<file path="src/rtl/pipe_hazard_ctrl.sv">
// Pipeline hazard controller: load-use stall, redirect flush, memory-wait freeze with timeout trap.
// Control outputs are combinational from state and inputs; performance counters are registered and saturate.
module pipe_hazard_ctrl #(
  parameter int TIMEOUT = 16,
  parameter int CNT_W   = 16
) (
  input  logic             clk_i,
  input  logic             rst_i,
  input  logic [4:0]       id_rs1_i,
  input  logic [4:0]       id_rs2_i,
  input  logic             id_uses_rs2_i,
  input  logic             ex_memread_i,
  input  logic [4:0]       ex_rd_i,
  input  logic             ex_redirect_i,
  input  logic             mem_req_i,
  input  logic             mem_ready_i,
  output logic             pc_write_o,
  output logic             ifid_write_o,
  output logic             idex_write_o,
  output logic             exmem_write_o,
  output logic             ifid_flush_o,
  output logic             idex_flush_o,
  output logic             err_o,
  output logic [CNT_W-1:0] stall_cnt_o,
  output logic [CNT_W-1:0] flush_cnt_o
);

  localparam int WW = $clog2(TIMEOUT + 1);
  localparam logic [WW-1:0] TO_V = WW'(TIMEOUT);

  typedef enum logic [1:0] {ST_RUN, ST_MEM_WAIT, ST_ERROR} state_t;

  state_t           state_q, state_d;
  logic [WW-1:0]    wcnt_q, wcnt_d, wcnt_inc;
  logic [CNT_W-1:0] stall_q, stall_d, flush_q, flush_d;
  logic             freeze, redirect, load_use, rd_match;

  always_comb begin
    freeze   = ((state_q == ST_RUN) && mem_req_i && !mem_ready_i) ||
               ((state_q == ST_MEM_WAIT) && !mem_ready_i) ||
               (state_q == ST_ERROR);
    rd_match = (ex_rd_i == id_rs1_i) || (id_uses_rs2_i && (ex_rd_i == id_rs2_i));
    redirect = !freeze && ex_redirect_i;
    // A redirect discards the ID instruction, so its hazard no longer matters.
    load_use = !freeze && !redirect && ex_memread_i && (ex_rd_i != 5'd0) && rd_match;

    pc_write_o    = !freeze && !load_use;
    ifid_write_o  = !freeze && !load_use;
    idex_write_o  = !freeze;
    exmem_write_o = !freeze;
    ifid_flush_o  = redirect;
    idex_flush_o  = redirect || load_use;
  end

  always_comb begin
    state_d  = state_q;
    wcnt_d   = wcnt_q;
    wcnt_inc = wcnt_q + 1'b1;
    case (state_q)
      ST_RUN: begin
        if (mem_req_i && !mem_ready_i) begin
          state_d = ST_MEM_WAIT;
          wcnt_d  = '0;
        end
      end
      ST_MEM_WAIT: begin
        if (mem_ready_i) begin
          state_d = ST_RUN;
        end else begin
          wcnt_d = wcnt_inc;
          if (wcnt_inc == TO_V) state_d = ST_ERROR;
        end
      end
      default: state_d = ST_ERROR;
    endcase

    stall_d = (!pc_write_o && (stall_q != '1)) ? stall_q + 1'b1 : stall_q;
    flush_d = (redirect && (flush_q != '1)) ? flush_q + 1'b1 : flush_q;
  end

  always_ff @(posedge clk_i or negedge rst_i) begin
    if (!rst_i) begin
      state_q <= ST_RUN;
      wcnt_q  <= '0;
      stall_q <= '0;
      flush_q <= '0;
    end else begin
      state_q <= state_d;
      wcnt_q  <= wcnt_d;
      stall_q <= stall_d;
      flush_q <= flush_d;
    end
  end

  assign err_o       = (state_q == ST_ERROR);
  assign stall_cnt_o = stall_q;
  assign flush_cnt_o = flush_q;

endmodule

</file>
<file path="config.mk">
export PLATFORM = sky130hd
export DESIGN_NAME = pipe_hazard_ctrl
export DESIGN_NICKNAME = d
export VERILOG_FILES = /design/src/rtl/pipe_hazard_ctrl.sv
export SDC_FILE = /design/constraint.sdc
export NUM_CORES = 1
export LEC_CHECK = 0
export BUFFER_PORTS_ARGS = -buffer_cell sky130_fd_sc_hd__buf_4
export CORE_MARGIN = 3
export CORE_UTILIZATION = 35
export DETAILED_ROUTE_END_ITERATION = 8
export PLACE_DENSITY = 0.67
export SLEW_MARGIN = 20
export SYNTH_ARGS = -nofsm -noshare
export SYNTH_HDL_FRONTEND = slang
export SYNTH_SLANG_ARGS = --single-unit
</file>
<file path="constraint.sdc">
create_clock -name clk_i -period 2.5 [get_ports clk_i]
set_input_delay 0.125 -clock clk_i [delete_from_list [all_inputs] [get_ports clk_i]]
set_output_delay 0.125 -clock clk_i [all_outputs]
set_load 0.02 [all_outputs]
</file>
==> flow_summary.yaml <==
outcome:
  status: "completed"
setup_path:
  worst-setup-path-type: "reg -> reg"
  worst-path-buf-inv: 1
  cp-end-kind: "flip-flop"
  critical_path.startpoint_type: "flip-flop"
  cp_max_fo: 15
  worst_path_max_delay_cell: "sky130_fd_sc_hd__dfrtp_1"
  critical_path.top_delay_family: "compound AO/OA/AOI/OAI gates"
  timing.critical_path.arrival_ps: 2090
  required_ps: 2670
  timing.critical_path.slowest_cell_delay_ps: 410
  critical_path.cell_chain: "o21bai_1 -> o21ai_1 -> inv_1 -> a31oi_4 -> mux2_2"
sta:
  final_period_minus_worst_setup_slack_ps: 1920
  worst_slew_pin_slew_ps: 490
  hold_viol: 0
  worst_slew_margin_pct: 67.3
  skew_ps: 4.23
  rsz0062_at_grt: "false"
  fin_ws_ps: 577
  finalCritPeriodShare_pct: 76.9
  fin_tns_setup_ps: 0
  count_of_pins_over_their_slew_limit: 0
  max_clock_freq_mhz: 520
  setup_violations: 0
placed_design:
  gp_routability_congestion: 0.821
  place_hpwl_mm: 3.32
  place.port_buffers: 60
  place_ws_ps: 580
power:
  pwr-share-comb_pct: 5.6
  leakagePower_nw: 1.26
  ratio_of_total_power_to_cell_area_nw_per_um2: 437
  switching_fraction_pct: 20.6
  total_internal_power_uw: 916
  vdd_drop_max_mv: 0.169
  netSwitchingPower_uw: 237
  power_frac_seq_pct: 54.7
  power.share.clock_pct: 39.7
synth:
  syn_nets: 215
  synthesis.area_per_instance_um2: 10.6
  ys.warnings.count: 0
  synthDistinctLibCells: 32
  postSynthRegisterBits: 39
  synth.cell_area_um2: 2020
  seq_area_frac_synth_pct: 48.4
  synthCells: 190
floorplan:
  coreArea_um2: 5540
  initial_core_util_pct: 36.4
  die_x_um: 81.9
  rows: 27
  die-area_um2: 6710
  height_of_the_die_um: 81.9
  top_ports: 61
route:
  drcViolationCount: 0
  postRouteAntennaNets: 0
  detail_route.vias_per_cell: 4.95
  drtPass1Iterations: 4
  wl_per_cell_um: 13.3
  dr_total_vias: 1623
  drt_initial_violations: 57
  detail_route.wirelength_mm: 4.35
grt:
  grt.total_usage_pct: 14.0
  grt_first_pass_wirelength_mm: 7.26
  grt_pass1_vias: 1581
  number_of_antenna_violations_at_the_first_check_in_global_routing: 0
  overflow: 0
  grt_max_degree: 40
final_layout:
  fillCellCount: 565
  fraction_of_final_layout_cells_with_drive_strength_greater_than_1_pct: 28.1
  area_growth_syn_to_layout_pct: 31.0
  fin_nets: 280
  antenna-diode-count: 0
clock_network:
  cts-buffers-inserted: 5
  clock_sinks: 39
  post-cts-setup-buffer-count: 0
  cts_hold_buffers_added: 1
  clockBufferDepth: 2
  clock_latency_ps: 280
  cts_max_level: 2
  clockRootBuffer: "sky130_fd_sc_hd__clkbuf_8"
  post_cts_resized: 0
  path_clk_slew_ps: 70
  tritoncts: "built"
job:
  cap_violations: 0
hold_path:
  hold_class: "in -> reg"
cells in the mapped netlist, drive strengths merged:
master,count,area (µm²)
nand4,15,93.8
inv,5,18.8
o21a,1,7.51
nand2,14,52.6
o211a,1,10.0
and2,1,6.26
a31oi,1,21.3
o21bai,1,7.51
o21ai,9,45.0
xnor2,27,236
nor4,1,12.5
and4,3,26.3
and3,11,68.8
mux2,1,11.3
nor2b,1,6.26
ha,3,37.5
buf,3,26.3
o2111ai,1,8.76
nand3b,3,22.5
nand2b,4,25.0
nor2,8,30.0
xor2,15,131
a21oi,1,5.00
dfrtp,39,976
nand3,16,85.1
o32ai,1,16.3
nor3,2,10.0
a21boi,1,7.51
a32o,1,10.0
cell type report:
| cell class | instances | area [µm²] | area share (%) |
|---|---|---|---|
| tap | 72 | 90.1 | 3.41 |
| timing repair buffer | 61 | 460 | 17.4 |
| inverter | 5 | 18.8 | 0.711 |
| sequential | 39 | 976 | 37.0 |
| multi-input combinational | 143 | 995 | 37.7 |
| clock buffer | 8 | 100 | 3.79 |
metrics by stage:
step	instances	hold slack, ps	util [%]	total power [mW]	cell area, µm²
floorplan	190	-171	-	0.663	2020
global placement	319	132	45.7	0.708	2530
detailed placement	319	132	45.7	0.708	2530
CTS	328	46.1	47.7	1.18	2640
global route	328	61.0	47.7	1.22	2640
finish	328	56.8	47.7	1.15	2640
power by group through the flow:
stage	clock network, mW	registers [mW]	logic, mW
floorplan	0	0.643	0.0198
global placement	0	0.643	0.0649
detailed placement	0	0.643	0.0656
CTS	0.483	0.630	0.0669
global route	0.513	0.630	0.0738
finish	0.458	0.630	0.0650
registers in the layout, summed over array words and instances, names as in the netlist:
signal       count
state_q          2
stall_cnt_o     16
flush_cnt_o     16
wcnt_q           5
cell usage in the layout (no fill, tap or decap), types with 2 or more instances in the layout:
cell type and count:
sky130_fd_sc_hd__ha_1 3, sky130_fd_sc_hd__and3_1 11, sky130_fd_sc_hd__clkbuf_8 7, sky130_fd_sc_hd__inv_1 5, sky130_fd_sc_hd__buf_4 60, sky130_fd_sc_hd__nand2_1 14
sky130_fd_sc_hd__nor2_1 8, sky130_fd_sc_hd__nand3_1 15, sky130_fd_sc_hd__xor2_1 15, sky130_fd_sc_hd__dfrtp_1 39, sky130_fd_sc_hd__and4_1 3, sky130_fd_sc_hd__nand2b_1 4
sky130_fd_sc_hd__xnor2_1 27, sky130_fd_sc_hd__nand4_1 15, sky130_fd_sc_hd__nand3b_1 3, sky130_fd_sc_hd__nor3_1 2, sky130_fd_sc_hd__o21ai_0 8
routing by layer:
metal  vias to the layer above  track usage (%)  wire length, µm
li1                        797                -                -
met1                       778             17.4             1870
met2                        41             23.8             2210
met3                         7             3.40              223
met4                         0             4.49               45
met5                         -                0                0
final timing paths:
| check | from | to | slack, ps | cells after the start |
|---|---|---|---|---|
| min reg2reg | flush_cnt_o[15] | flush_cnt_o[15] | 490 | 1 |
| min | mem_ready_i | state_q[1] | 60 | 2 |
| max in group asynchronous | rst_i | stall_cnt_o[13] | 1810 | 2 |
| max reg2reg | state_q[0] | stall_cnt_o[1] | 580 | 5 |
| min in group asynchronous | rst_i | flush_cnt_o[3] | 350 | 2 |
| max | state_q[0] | stall_cnt_o[1] | 580 | 5 |
logic make-up after synthesis:
| family | count (synthesis) | share of synthesized area (%) |
|---|---|---|
| xor+xnor | 42 | 18.2 |
| simple gates | 79 | 21.8 |
| compound gates | 18 | 6.89 |
| buf+inv | 8 | 2.23 |
| flops | 39 | 48.4 |
| fa+ha+maj | 3 | 1.86 |
| mux | 1 | 0.559 |
No activity file was read; power rests on OpenSTA's default activity.
